===== src/rtl/seq_tx_pkg.sv =====
// -----------------------------------------------------------------------------
// seq_tx_pkg
// Shared types and helpers for the serial bit-stream transmitter.
//   - tx_state_e  : transmitter FSM states (PAR is used only when the
//                   SEQ_TX_PARITY_EN macro is defined)
//   - DEF_WIDTH   : default word width
//   - DEF_CNT_W   : default repeat-count field width
//   - even_parity : XOR reduction of a (zero-extended) word
// -----------------------------------------------------------------------------
package seq_tx_pkg;

   typedef enum logic [1:0] {
      IDLE  = 2'd0,
      SHIFT = 2'd1,
      PAR   = 2'd2
   } tx_state_e;

   localparam int DEF_WIDTH = 8;
   localparam int DEF_CNT_W = 4;

   // Even-parity bit: words up to 64 bits, zero-extended by the caller.
   function automatic logic even_parity(input logic [63:0] v);
      return ^v;
   endfunction

endpackage


===== src/rtl/seq_tx_shreg.sv =====
// -----------------------------------------------------------------------------
// seq_tx_shreg
// WIDTH-bit load / shift-left register. Load has priority over shift.
// Ports:
//   clk, rst  : clock, synchronous active-high reset
//   load      : capture din on the next edge
//   shift     : shift left by one on the next edge (zero fill)
//   din       : parallel load value
//   msb_next  : MSB of the value the register takes on the next edge; the
//               parent registers this into its serial output so that the bit
//               and the register advance on the same edge
// -----------------------------------------------------------------------------
module seq_tx_shreg #(
   parameter int WIDTH = 8
) (
   input  logic             clk,
   input  logic             rst,
   input  logic             load,
   input  logic             shift,
   input  logic [WIDTH-1:0] din,
   output logic             msb_next
);

   logic [WIDTH-1:0] data_q;
   logic [WIDTH-1:0] data_d;

   // Next register contents: load, shift left, or hold.
   always_comb begin
      data_d = data_q;
      if (load) begin
         data_d = din;
      end else if (shift) begin
         data_d = {data_q[WIDTH-2:0], 1'b0};
      end else begin
         data_d = data_q;
      end
      msb_next = data_d[WIDTH-1];
   end

   // Shift register storage.
   always_ff @(posedge clk) begin
      if (rst) begin
         data_q <= {WIDTH{1'b0}};
      end else begin
         data_q <= data_d;
      end
   end

endmodule


===== src/rtl/seq_bit_tx.sv =====
// -----------------------------------------------------------------------------
// seq_bit_tx
// Serial bit-stream transmitter: accepts a WIDTH-bit word over valid/ready and
// shifts it out MSB-first, one bit per clock, repeating the frame
// load_reps+1 times back-to-back.
// Optional feature macro: SEQ_TX_PARITY_EN -- appends an even-parity bit
// (PAR state) to every frame; w_last then marks the parity bit.
// Ports:
//   clk, rst    : clock, synchronous active-high reset
//   load_valid  : word offered
//   load_ready  : transmitter idle and not in reset (combinational)
//   load_data   : word to transmit, MSB first
//   load_reps   : extra repetitions of the frame
//   w, w_valid  : registered serial bit and its qualifier (w is 0 when idle)
//   w_last      : registered, final bit of the current frame
//   busy        : registered, a frame sequence is in progress
//   done        : registered, one-cycle pulse in the first idle cycle
// -----------------------------------------------------------------------------
module seq_bit_tx
   import seq_tx_pkg::*;
#(
   parameter int WIDTH = DEF_WIDTH,
   parameter int CNT_W = DEF_CNT_W
) (
   input  logic             clk,
   input  logic             rst,
   input  logic             load_valid,
   output logic             load_ready,
   input  logic [WIDTH-1:0] load_data,
   input  logic [CNT_W-1:0] load_reps,
   output logic             w,
   output logic             w_valid,
   output logic             w_last,
   output logic             busy,
   output logic             done
);

   localparam int BCW = $clog2(WIDTH);
   localparam logic [BCW-1:0] LAST_IDX     = BCW'(WIDTH - 1);
   localparam logic [BCW-1:0] PRE_LAST_IDX = BCW'(WIDTH - 2);
`ifdef SEQ_TX_PARITY_EN
   localparam logic PAR_EN = 1'b1;
`else
   localparam logic PAR_EN = 1'b0;
`endif

   tx_state_e        state_q, state_d;
   logic [BCW-1:0]   bit_cnt_q, bit_cnt_d;
   logic [CNT_W-1:0] rep_cnt_q, rep_cnt_d;
   logic [WIDTH-1:0] word_q, word_d;
   logic             w_q, w_d;
   logic             w_valid_q, w_valid_d;
   logic             w_last_q, w_last_d;
   logic             busy_q, busy_d;
   logic             done_q, done_d;

   logic             frame_end_s;
   logic             sh_load_s;
   logic             sh_shift_s;
   logic [WIDTH-1:0] sh_din_s;
   logic             sh_msb_next_s;

   seq_tx_shreg #(.WIDTH(WIDTH)) u_shreg (
      .clk      (clk),
      .rst      (rst),
      .load     (sh_load_s),
      .shift    (sh_shift_s),
      .din      (sh_din_s),
      .msb_next (sh_msb_next_s)
   );

   // FSM next state, counters, shift-register control and output qualifiers.
   // bit_cnt_q is the index of the bit currently presented on w.
   always_comb begin
      state_d     = state_q;
      bit_cnt_d   = bit_cnt_q;
      rep_cnt_d   = rep_cnt_q;
      word_d      = word_q;
      w_valid_d   = 1'b0;
      w_last_d    = 1'b0;
      done_d      = 1'b0;
      frame_end_s = 1'b0;
      sh_load_s   = 1'b0;
      sh_shift_s  = 1'b0;
      sh_din_s    = word_q;

      case (state_q)
         IDLE: begin
            if (load_valid) begin
               state_d   = SHIFT;
               word_d    = load_data;
               rep_cnt_d = load_reps;
               bit_cnt_d = {BCW{1'b0}};
               sh_load_s = 1'b1;
               sh_din_s  = load_data;
               w_valid_d = 1'b1;
            end else begin
               state_d = IDLE;
            end
         end
         SHIFT: begin
            if (bit_cnt_q != LAST_IDX) begin
               sh_shift_s = 1'b1;
               bit_cnt_d  = bit_cnt_q + BCW'(1'b1);
               w_valid_d  = 1'b1;
               w_last_d   = (bit_cnt_q == PRE_LAST_IDX) && !PAR_EN;
            end else begin
`ifdef SEQ_TX_PARITY_EN
               state_d   = PAR;
               w_valid_d = 1'b1;
               w_last_d  = 1'b1;
`else
               frame_end_s = 1'b1;
`endif
            end
         end
`ifdef SEQ_TX_PARITY_EN
         PAR: begin
            frame_end_s = 1'b1;
         end
`endif
         default: begin
            state_d = IDLE;
         end
      endcase

      // End of frame: restart from the latched word with no gap, or finish.
      if (frame_end_s) begin
         if (rep_cnt_q != {CNT_W{1'b0}}) begin
            rep_cnt_d = rep_cnt_q - CNT_W'(1'b1);
            bit_cnt_d = {BCW{1'b0}};
            sh_load_s = 1'b1;
            sh_din_s  = word_q;
            state_d   = SHIFT;
            w_valid_d = 1'b1;
         end else begin
            state_d = IDLE;
            done_d  = 1'b1;
         end
      end else begin
         done_d = 1'b0;
      end

      busy_d = (state_d != IDLE);
   end

   // Serial data bit for the next cycle; separate block so the path through
   // the shift register's msb_next stays acyclic.
   always_comb begin
      w_d = 1'b0;
      case (state_d)
         SHIFT: begin
            w_d = sh_msb_next_s;
         end
`ifdef SEQ_TX_PARITY_EN
         PAR: begin
            w_d = even_parity(64'(word_q));
         end
`endif
         default: begin
            w_d = 1'b0;
         end
      endcase
   end

   // State, counters and registered outputs.
   always_ff @(posedge clk) begin
      if (rst) begin
         state_q   <= IDLE;
         bit_cnt_q <= {BCW{1'b0}};
         rep_cnt_q <= {CNT_W{1'b0}};
         word_q    <= {WIDTH{1'b0}};
         w_q       <= 1'b0;
         w_valid_q <= 1'b0;
         w_last_q  <= 1'b0;
         busy_q    <= 1'b0;
         done_q    <= 1'b0;
      end else begin
         state_q   <= state_d;
         bit_cnt_q <= bit_cnt_d;
         rep_cnt_q <= rep_cnt_d;
         word_q    <= word_d;
         w_q       <= w_d;
         w_valid_q <= w_valid_d;
         w_last_q  <= w_last_d;
         busy_q    <= busy_d;
         done_q    <= done_d;
      end
   end

   assign load_ready = (state_q == IDLE) && !rst;
   assign w          = w_q;
   assign w_valid    = w_valid_q;
   assign w_last     = w_last_q;
   assign busy       = busy_q;
   assign done       = done_q;

endmodule


===== config.mk =====
export PLATFORM = sky130hd
export DESIGN_NAME = seq_bit_tx
export DESIGN_NICKNAME = d
export VERILOG_FILES = /design/src/rtl/seq_tx_pkg.sv /design/src/rtl/seq_tx_shreg.sv /design/src/rtl/seq_bit_tx.sv
export SDC_FILE = /design/constraint.sdc
export NUM_CORES = 1
export LEC_CHECK = 0
export BUFFER_PORTS_ARGS = -buffer_cell sky130_fd_sc_hd__clkbuf_2
export CAP_MARGIN = 20
export CORE_ASPECT_RATIO = 0.5
export CORE_UTILIZATION = 40
export DETAILED_ROUTE_END_ITERATION = 8
export PLACE_DENSITY = 0.72
export SKIP_CTS_REPAIR_TIMING = 1
export SYNTH_ARGS = -nofsm -noshare
export SYNTH_HDL_FRONTEND = slang
export SYNTH_SLANG_ARGS = --single-unit

===== constraint.sdc =====
create_clock -name clk -period 1.9 [get_ports clk]
set_input_delay 0.19 -clock clk [delete_from_list [all_inputs] [get_ports clk]]
set_output_delay 0.19 -clock clk [all_outputs]
set_load 0.02 [all_outputs]

==> results.txt <==
Achievable frequency - 0.566 GHz
Clk Latency, worst-skew pair - 0.28 ns
EDFF count, synth - 0
Wire per inst - 12.8 um
Worst setup endpoint - u_shreg.data_q[4]
Gr ovfl total - 0
Total GRT Usage - 16.7%
Antenna violations before repair - 0
Syn. warnings - 0
Layout Nets - 188
Worst reg2reg endpoint - u_shreg.data_q[4]
CTS HTree Levels - 2
Number of synthesized register bits - 30
Post-Place Setup Slack - 0.144 ns
Tcrit/Tclk final - 93.1%
Share of post-route cells with drive strength above 1 - 25.3%
Arrival time worst endpoint - 1.92 ns
Placed inst area - 0.00147 mm^2
HP Class - in2reg
Final Max Slew Viols - 0
Area Growth Syn to Fin - 16.2%
Final ANT Viol Nets - 0
Reg clk slew, reported paths - 0.06 ns
Reg2Reg Depth - 6
Data required time of the critical path - 2.05 ns
Net Count, Synth - 168
DIE AREA - 0.00366 mm^2
Share of flip-flops with an asynchronous set or reset - 0%
Pwr Density - 928 mW/mm^2
Final setup fails - 0
Synth unique cells - 43
Detail Placement HPWL - 1.93 mm
Post-route minimum period - 1.77 ns
DR pass1 iterations - 4
Pin count of the biggest net entering global routing - 18
Drt first-iter violations - 59
Final hold viol count - 0
Post-synthesis compound-gate area fraction - 19.4%
Routability cong. - 0.774
Syn Inst Count - 150
Worst reg2reg startpoint - rep_cnt_q[0]
Placeable core area - 0.00312 mm^2
Post-synth top flop - dfxtp_1
Crit Path Category - reg2reg
Synthesized area - 0.00136 mm^2
Largest family of logic cells by synthesized area - simple AND/OR/NAND/NOR gates
Top cell type's share of synthesized area - 44.0%
DR DRC count - 0
Clk sink count - 30
CTS tree - done
Syn avg cell area - 9.09 um^2
Row Count - 14
Portion of netlist area occupied by mux cells - 1.83%
Root Buffer - clkbuf_8
RSZ-0062 raised after global routing - false
Synth Area in Simple Gates - 24.5%
XOR/XNOR Fraction of Synth Area - 0.642%
Largest cells by area after synthesis - dfxtp_1, nand2_1, a21oi_1
Outcome - finished, final reports clean
Ant. Diodes - 0
Design Area, Final - 0.00159 mm^2
Total number of vias - 1123
Vias in the first global route - 1004
Setup Total Neg Slack - 0 ns
Worst-case vdd ir drop - 0.000344 V
IO Port Bufs - 20
I/O pin count - 21
Pleak - 0.614 nW
Vias per cell - 5.35
Leading area contributor after synthesis - dfxtp_1
Setup Skew - 0.00671 ns
Bufs on Longest Clock Path - 2
Startpoint types - flip-flop
Num CTS Buffers - 5
R2r setup slk - 0.13 ns
Chip Height - 43.3 um
Adder-Cell Fraction of Synth Area - 2.75%
Drt total wl - 2.69 mm
Max-cap viol count - 0
Starting Density - 43.7%
Critical path capture point type - flip-flop
Horiz. Die Dim - 84.6 um
Worst Setup SP - rep_cnt_q[0]
Final worst slack - 0.132 ns
CP max FO - 15
First-pass GRT wire length - 4.55 mm
Post-synthesis sequential area ratio - 44.0%
-- layout by cell type, fill, tap and decap left out, types with 2 or more instances in the layout --
cell,instances
dfxtp_1,30
nand2_1,22
clkbuf_2,20
a21oi_1,13
nor2_1,10
nor3_1,9
inv_1,6
clkbuf_8,6
a211oi_1,3
nand2b_1,3
o22ai_1,3
nor4_1,3
ha_1,3
buf_4,3
a221oi_1,2
nor4_2,2
a21boi_0,2
a2111oi_2,2
o221ai_1,2
o21ai_0,2
a311oi_1,2
-- how the worst min path moves through the flow --
stage | start | endpoint | slack (ns) | depth (start not counted)
finish | load_data[6] | word_q[6] | 0.13 | 3
global route | load_data[3] | word_q[3] | 0.15 | 3
CTS | load_data[6] | word_q[6] | 0.14 | 3
detailed placement | load_data[6] | word_q[6] | 0.43 | 3
global placement | load_data[5] | word_q[5] | 0.43 | 3
floorplan | rst | bit_cnt_q[0] | 0.27 | 1
-- critical path, cell delays in order (launching register included) --
cell and delay (ns):
dfxtp_1 0.32, inv_1 0.08, ha_1 0.17, or3b_4 0.40, and2_4 0.24, nor2_1 0.30, a221oi_1 0.15
-- cell usage after synthesis, types with 2 or more instances --
cell and number:
a2111oi_2 2, a211oi_1 3, a21boi_0 2, a21oi_1 13, a221oi_1 2, a311oi_1 2, buf_2 2, buf_6 3
clkbuf_1 3, dfxtp_1 30, ha_1 3, inv_1 6, nand2_1 23, nand2b_1 3, nor2_1 10, nor3_1 9
nor4_1 3, nor4_2 2, o21ai_0 2, o221ai_1 2, o22ai_1 3
-- flip-flops by register name, summed over array words and instances (netlist names) --
signal and cells:
busy 1, rep_cnt_q 4, state_q 2, u_shreg.data_q 8, word_q 8, done 1, bit_cnt_q 3, w_last 1
w_valid 1, w 1
-- stage by stage --
stage                     total power [W]  utilization [%]  cells  hold WS [ns]
after detailed placement         0.000838             47.2    203         0.434
after global placement           0.000835             47.2    203         0.427
after CTS                         0.00148             50.8    210         0.135
final                             0.00147             50.8    210         0.135
after global routing              0.00153             50.8    210         0.149
after floorplan                  0.000795                -    150         0.266
-- kinds of logic (layout without fill, tap and decap cells) --
logic type / count (synthesis) / after routing
AOI/OAI and AO/OA: 36 / 36
other: 1 / 1
and+or+nand+nor: 61 / 61
buffers and inverters: 16 / 36
DFF: 30 / 30
muxes: 2 / 2
adders and majority gates: 3 / 3
xor gates and xnor gates: 1 / 1
-- layer usage --
metal  part of all wire, %  wire [um]  vias up  global-route usage, %
met5                     0          0        -                      0
met3                   4.5        121        6                   6.42
met2                    42       1120       19                   24.2
met1                    52       1400      523                   22.3
li1                      -          -      575                      -
met4                   1.5         39        0                   6.78
-- where the power goes --
part | internal (W) | total [W] | switching [W]
Combinational | 0.0000662 | 0.000145 | 0.0000783
Clock | 0.000419 | 0.000647 | 0.000228
Sequential | 0.000659 | 0.000680 | 0.0000213
-- layout make-up --
type                       instances  area [um^2]
clock buffer                       6         82.6
fill                             302         1530
tap                               40         50.0
timing repair buffer              23          123
multi-input combinational        104          677
sequential                        30          601
clock inverter                     1         30.0
inverter                           6         22.5
(Power assumes the default switching activity.)
